===== src/rtl/async_fifo_pkg.sv =====
// -----------------------------------------------------------------------------
// async_fifo_pkg
// Shared types and constants for the async FIFO read-side stream adapter.
//   rd_stream_state_e : occupancy state of the 2-entry output buffer
//   RD_STREAM_DEPTH   : number of words the output buffer can hold
//   state_words()     : maps a buffer state to its word count (0..2)
// Optional feature macro used by consumers: ASYNC_FIFO_RD_BEAT_CNT_EN
// -----------------------------------------------------------------------------
package async_fifo_pkg;

    typedef enum logic [1:0] {
        ST_EMPTY = 2'd0,
        ST_ONE   = 2'd1,
        ST_TWO   = 2'd2
    } rd_stream_state_e;

    localparam int RD_STREAM_DEPTH = 2;

    function automatic logic [1:0] state_words(input rd_stream_state_e st);
        logic [1:0] words;
        case (st)
            ST_ONE:  words = 2'd1;
            ST_TWO:  words = 2'd2;
            default: words = 2'd0;
        endcase
        return words;
    endfunction

endpackage : async_fifo_pkg


===== src/rtl/async_fifo_beat_cnt.sv =====
// -----------------------------------------------------------------------------
// async_fifo_beat_cnt
// Saturating up-counter of accepted stream beats. Sticks at all-ones instead
// of wrapping; only reset clears it.
// Ports:
//   clk   in   read-domain clock
//   reset in   synchronous, active-high reset
//   inc   in   count one beat this cycle
//   cnt   out  current count, CNT_WIDTH bits
// Only instantiated when ASYNC_FIFO_RD_BEAT_CNT_EN is defined.
// -----------------------------------------------------------------------------
module async_fifo_beat_cnt #(
    parameter int CNT_WIDTH = 32
) (
    input  logic                 clk,
    input  logic                 reset,
    input  logic                 inc,
    output logic [CNT_WIDTH-1:0] cnt
);

    logic [CNT_WIDTH-1:0] cnt_q;
    logic [CNT_WIDTH-1:0] cnt_d;

    always_comb begin
        cnt_d = cnt_q;
        if (inc && (cnt_q != {CNT_WIDTH{1'b1}})) begin
            cnt_d = cnt_q + {{(CNT_WIDTH-1){1'b0}}, 1'b1};
        end
    end

    always_ff @(posedge clk) begin
        if (reset) begin
            cnt_q <= '0;
        end else begin
            cnt_q <= cnt_d;
        end
    end

    assign cnt = cnt_q;

endmodule : async_fifo_beat_cnt


===== src/rtl/async_fifo_rd_stream.sv =====
// -----------------------------------------------------------------------------
// async_fifo_rd_stream
// Read-side stream adapter for the async FIFO core. Turns the core's
// ren/rdata/rempty port into a registered valid/ready master stream using a
// main register (drives m_data) plus one skid register, giving one word per
// clock with no combinational path from m_ready to fifo_ren.
//
// State table:
//   state    | meaning
//   ST_EMPTY | no word buffered, m_valid low
//   ST_ONE   | word in main, skid free, may still read from core
//   ST_TWO   | word in main and skid, reads from core stopped
//
// Ports:
//   clk          in   read-domain clock (core rclk)
//   reset        in   synchronous, active-high reset
//   fifo_ren     out  read strobe to core ren
//   fifo_rdata   in   core rdata, valid while fifo_rempty is low
//   fifo_rempty  in   core rempty (registered in the core)
//   m_valid      out  output word valid
//   m_ready      in   downstream accepts the word
//   m_data       out  output word (main register)
//   buf_count    out  words held, 0..2
//   beat_cnt     out  accepted-beat count (zero unless macro defined)
// Macro: ASYNC_FIFO_RD_BEAT_CNT_EN enables the saturating beat counter.
// -----------------------------------------------------------------------------
module async_fifo_rd_stream
    import async_fifo_pkg::*;
#(
    parameter int DATA_WIDTH = 8,
    parameter int CNT_WIDTH  = 32
) (
    input  logic                  clk,
    input  logic                  reset,
    output logic                  fifo_ren,
    input  logic [DATA_WIDTH-1:0] fifo_rdata,
    input  logic                  fifo_rempty,
    output logic                  m_valid,
    input  logic                  m_ready,
    output logic [DATA_WIDTH-1:0] m_data,
    output logic [1:0]            buf_count,
    output logic [CNT_WIDTH-1:0]  beat_cnt
);

    rd_stream_state_e      state_q;
    rd_stream_state_e      state_d;
    logic [DATA_WIDTH-1:0] main_q;
    logic [DATA_WIDTH-1:0] main_d;
    logic [DATA_WIDTH-1:0] skid_q;
    logic [DATA_WIDTH-1:0] skid_d;
    logic                  push;
    logic                  pop;

    // Read decision looks only at occupancy and rempty, so m_ready never
    // reaches the core combinationally.
    assign fifo_ren = !reset && !fifo_rempty && (state_q != ST_TWO);

    assign push = fifo_ren;
    assign pop  = m_valid && m_ready;

    always_comb begin
        state_d = state_q;
        main_d  = main_q;
        skid_d  = skid_q;
        case (state_q)
            ST_EMPTY: begin
                if (push) begin
                    state_d = ST_ONE;
                    main_d  = fifo_rdata;
                end
            end
            ST_ONE: begin
                if (push && pop) begin
                    main_d = fifo_rdata;
                end else if (push) begin
                    // Downstream stalled: park the extra word in skid.
                    state_d = ST_TWO;
                    skid_d  = fifo_rdata;
                end else if (pop) begin
                    state_d = ST_EMPTY;
                end
            end
            ST_TWO: begin
                if (pop) begin
                    state_d = ST_ONE;
                    main_d  = skid_q;
                end
            end
            default: begin
                state_d = ST_EMPTY;
            end
        endcase
    end

    always_ff @(posedge clk) begin
        if (reset) begin
            state_q <= ST_EMPTY;
            main_q  <= '0;
            skid_q  <= '0;
        end else begin
            state_q <= state_d;
            main_q  <= main_d;
            skid_q  <= skid_d;
        end
    end

    assign m_valid   = (state_q != ST_EMPTY);
    assign m_data    = main_q;
    assign buf_count = state_words(state_q);

`ifdef ASYNC_FIFO_RD_BEAT_CNT_EN
    async_fifo_beat_cnt #(
        .CNT_WIDTH (CNT_WIDTH)
    ) u_beat_cnt (
        .clk   (clk),
        .reset (reset),
        .inc   (pop),
        .cnt   (beat_cnt)
    );
`else
    assign beat_cnt = '0;
`endif

endmodule : async_fifo_rd_stream

===== config.mk =====
export PLATFORM = sky130hd
export DESIGN_NAME = async_fifo_rd_stream
export DESIGN_NICKNAME = d
export VERILOG_FILES = /design/src/rtl/async_fifo_pkg.sv /design/src/rtl/async_fifo_beat_cnt.sv /design/src/rtl/async_fifo_rd_stream.sv
export SDC_FILE = /design/constraint.sdc
export NUM_CORES = 1
export LEC_CHECK = 0
export ABC_AREA = 1
export BUFFER_PORTS_ARGS = -buffer_cell sky130_fd_sc_hd__buf_2
export CAP_MARGIN = 20
export CORE_MARGIN = 5
export CORE_UTILIZATION = 45
export CTS_CLUSTER_SIZE = 12
export DETAILED_ROUTE_END_ITERATION = 12
export PLACE_DENSITY = 0.79
export SLEW_MARGIN = 20
export SYNTH_ARGS = -nofsm -noshare
export SYNTH_HDL_FRONTEND = slang
export SYNTH_HIERARCHICAL = 1
export SYNTH_SLANG_ARGS = --single-unit

===== constraint.sdc =====
create_clock -name clk -period 1.6 [get_ports clk]
set_input_delay 0.24 -clock clk [delete_from_list [all_inputs] [get_ports clk]]
set_output_delay 0.24 -clock clk [all_outputs]
set_load 0.05 [all_outputs]

## After elaboration in Yosys (flattened, before gate mapping)

Index checks and enable logic that the tools add are counted.

| cells by class | value |
|---|---|
| add/sub/neg operators | 0 |
| $mul | 0 |
| div/mod/pow operators | 0 |
| magnitude comparators | 0 |
| eq/ne operators | 8 |
| shifts and indexed selects | 0 |
| muxes and demuxes | 11 |
| bitwise gates (word level) | 1 |
| reductions and logical operators | 12 |

Operators by type and width:

| kind | number |
|---|---|
| $mux 8 | 3 |
| $pmux 8 s3 | 1 |
| $mux 2 | 5 |
| $ne 2x2->1 const B | 5 |
| $reduce_and 4->1 | 2 |
| $pmux 2 s3 | 1 |
| $logic_and 1x1->1 | 4 |
| $pmux 2 s2 | 1 |
| $ne 3x3->1 const B | 1 |
| $reduce_and 3->1 | 1 |
| $reduce_bool 3->1 | 1 |
| $eq 2x1->1 const B | 1 |
| $eq 2x2->1 const B | 1 |
| $logic_not 1->1 | 2 |
| $logic_not 2->1 | 1 |
| $reduce_bool 2->1 | 1 |
| $not 1->1 | 1 |

| storage, ports and cells | value |
|---|---|
| register bits after elaboration | 18 |
| latch bits | 0 |
| memory bits (writable) | 0 |
| bits in read-only memories | 0 |
| bits of input ports | 12 |
| output and inout bits | 44 |
| memories kept | 0 |

## Longest topological paths before layout

| logic depth | value |
|---|---|
| word-level depth | 6 |
| depth in mapped cells | 9 |

## Least setup slack after synthesis

No wires, ideal clock.

| timing path | value |
|---|---|
| path type | reg2out |
| start | reg state_q[0] |
| end | out fifo_ren |
| data arrival time | 1.549 ns |
| slack | -0.189 ns |
| cell stages (with the launch flop) | 5 |
| path buffers | 0 |
| path through | dfxtp_1 -> inv_2 -> nand2_2 -> inv_1 -> nor2_1 |

| between the ends | value |
|---|---|
| longest elaborated chain between the ends | 2 |

Ends and longest elaborated chain:

| what | RTL line | text |
|---|---|---|
| from (decl) | async_fifo_rd_stream.sv:45 | `rd_stream_state_e state_q;` |
| from (signal assigned) | async_fifo_rd_stream.sv:101 | `state_q <= state_d;` |
| $ne 2x2->1 | async_fifo_rd_stream.sv:56 | `assign fifo_ren = !reset && !fifo_rempty && (state_q != ST_TWO);` |
| $logic_and 1x1->1 | async_fifo_rd_stream.sv:56 |  |
| to (decl) | async_fifo_rd_stream.sv:35 | `output logic fifo_ren,` |

Every way passes these cells.

## Worst setup path after layout

| timing path | value |
|---|---|
| start | reg state_q[0] |
| end | out buf_count[1] |

| between the ends | value |
|---|---|
| longest elaborated chain between the ends | 2 |
| elaborated cells on any way between the ends | 3 |
| classes of those cells | eq/ne: 2; mux: 1 |

Ends and longest elaborated chain:

| what | RTL line | text |
|---|---|---|
| $eq 2x2->1 / $eq 2x1->1 (equally long branches) | async_fifo_pkg.sv:21 | `case (st)` |
| $pmux 2 s2 * | async_fifo_pkg.sv:21 |  |
| to (decl) | async_fifo_rd_stream.sv:41 | `output logic [1:0] buf_count,` |

Mark *: on every way between the ends. The rest lies on a longest branch, timed or not.

==> summary.md <==
| Metric | Value |
|---|---|
| Yosys Warn Count | `6` |
| Final hold violation count | `0` |
| Die Area | `3630 sq um` |
| Clk root buf | `clkbuf_4` |
| Type of origin of the critical path | `flip-flop` |
| H-tree depth | `1` |
| Hold Path Stages | `2` |
| CTS tree | `done` |
| Tmin final | `approximately 1500 ps` |
| DP Area | `1150 sq um` |
| Routed vias/inst | `4.22` |
| Fin area | `1180 sq um` |
| Worst Hold Class | `in2reg` |
| Setup-failing EPs final | `0` |
| FF-to-FF path depth | `7` |
| Max VDD drop | `0.660 mV` |
| Top Ports | `56` |
| Switch share | `0.446` |
| Flop pwr share | `0.424` |
| Ratio of cells with drive above 1 in the final layout | `0.214` |
| F_max | `678 MHz` |
| CTS max path bufs | `2` |
| Routability congestion estimate | `0.824` |
| Mapped cell area | `1130 sq um` |
| Synthesized flop and latch total | `18` |
| Total leakage power | `0.665 nW` |
| Hpwl dp | `between 1500 and 2000 um` |
| Remaining DRCs | `0` |
| CP Cell Sequence | `inv_2 > nand2_4 > inv_1 > clkbuf_4` |
| Tcrit/Tclk final | `0.921` |
| Layout Nets | `approximately 200` |
| Commonest non-fill, non-tap cells in the layout | `32 x conb_1, 27 x nand2_1, 26 x nor2_1` |
| Skew final | `2.89 ps` |
| Tot GR Track Use | `0.119` |
| Die width | `60.2 um` |
| Pin count of the biggest net entering global routing | `18` |
| Area growth syn-to-layout | `3.97%` |
| Slew Viols, Final | `0` |
| Internal power | `around 0.65 mW` |
| Critical Path AT | `1230 ps` |
| Drt pass-1 iters | `4` |
| CTS sink cnt | `18` |
| Overflow after GRT | `0` |
| Starting density of the core | `0.462` |
| Post-route ant nets | `0` |
| Clock slew at reported path FFs | `80 ps` |
| Vias in the first global route | `722` |
| Syn_area_per_cell | `between 6 and 7 sq um` |
| Drt total wl | `2050 um` |
| First-pass GRT wire length | `3170 um` |
| Core box area | `2450 sq um` |
| Slowest cell on the critical path | `dfxtp_2` |
| Port Buf Inserts | `23` |
| Worst path required time | `1360 ps` |
| Crit. End Element | `output pin` |
| Clock Power Share | `0.181` |
| CP max FO | `10` |
| Max Cap Violations | `0` |
| Die Y | `60.2 um` |
| Crit Path Category | `reg2out` |
| Gate power share | `0.395` |
| ANT cells | `0` |
| Routed vias | `937` |
| CP peak stage delay | `350 ps` |
| Sequential area share after synthesis | `0.318` |
| Cell variety after synth | `16` |
| Net switching power figure | `0.522 mW` |
| Status | `finished clean` |
| P per Cell Area | `991 nW/um^2` |
| Later-pin clock latency in the skew report | `290 ps` |
| Antenna violations before repair | `0` |
| CTS buffer count | `3` |
| First DRT Iteration DRCs | `23` |
| RSZ-0062 raised after global routing | `false` |
| Syn Inst Count | `169` |
| Commonest non-fill, non-tap cell in the layout | `conb_1` |
| FP Rows | `18` |
| Filler instances | `274` |
| Sum Neg Setup Slack | `0 ps` |
| Wire length per cell | `9.25 um` |
[timing repair]
item                                    CTS  global route
endpoints found under the setup margin    1             2
pin swaps                                 0             0
gates cloned                              0             0
gates resized for setup                   1             3
setup buffers                             0             0
hold buffers                              0             0
[metal layers]
layer | wire [um] | vias up | share of wire | track usage
li1 | - | 509 | - | -
met1 | 875 | 383 | 0.43 | 0.162
met2 | 915 | 41 | 0.45 | 0.159
met3 | 225 | 4 | 0.11 | 0.0475
met4 | 38 | 0 | 0.019 | 0.0601
met5 | 0 | - | 0 | 0
[state kept, by name, indices dropped and copies added (netlist names)]
name     flops
m_data       8
skid_q       8
state_q      2
[critical path, delay by kind of cell (launching register included)]
kind | cells | cell delay [ps]
buf+inv | 3 | 490
flops | 1 | 350
simple gates | 1 | 110
[stage by stage]
step	setup slack (ps)	power (mW)	hold slack (ps)	util	instances
global route	7.78	1.24	157	0.481	222
finish	126	1.17	172	0.481	222
detailed placement	294	0.964	463	0.467	219
global placement	332	0.962	457	0.467	219
floorplan	37.1	0.967	318	-	200
CTS	5.33	1.18	174	0.477	222
[kinds of logic (layout without fill, tap and decap cells)]
group | Yosys count | count (layout) | share of synthesized area
buffers and inverters | 54 | 46 | 0.302
and+or+nand+nor | 79 | 79 | 0.302
AOI/OAI and AO/OA | 17 | 17 | 0.0750
DFF | 18 | 18 | 0.318
other | 1 | 32 | 0.00330
[path summary, 6_finish.rpt]
check        slack (ps)      endpoint  startpoint
min reg2reg         480     m_data[1]   m_data[1]
min                 170    state_q[0]       reset
max                 130  buf_count[1]  state_q[0]
max reg2reg         390     m_data[4]  state_q[1]
[final cells by class]
class	instances	area, sq um	share of cell area
Multi-Input combinational cell	128	556	0.471
Sequential cell	18	362	0.306
Timing Repair Buffer	25	135	0.115
Clock buffer	3	22.5	0.0191
Inverter	18	67.6	0.0573
Tap cell	30	37.5	0.0318
[Yosys cell counts]
library cell,number,share of area
nand2_2,3,0.017
buf_2,1,0.0044
inv_1,13,0.043
a21oi_1,8,0.035
nor3_1,2,0.0088
inv_2,5,0.017
nand3_1,17,0.075
nor2_1,27,0.089
dfxtp_1,18,0.32
buf_4,33,0.22
nand3_2,2,0.018
nor2_2,1,0.0055
o21ai_0,9,0.040
buf_6,2,0.020
conb_1,1,0.0033
nand2_1,27,0.089
[power by group through the flow]
stage	combinational, mW	clock, mW	sequential (mW)
6_report	0.462	0.211	0.497
5_1_grt	0.493	0.248	0.501
4_1_cts	0.459	0.226	0.496
3_5_place_dp	0.458	0	0.506
3_3_place_gp	0.457	0	0.505
2_1_floorplan	0.376	0	0.591
(Power assumes the default switching activity.)
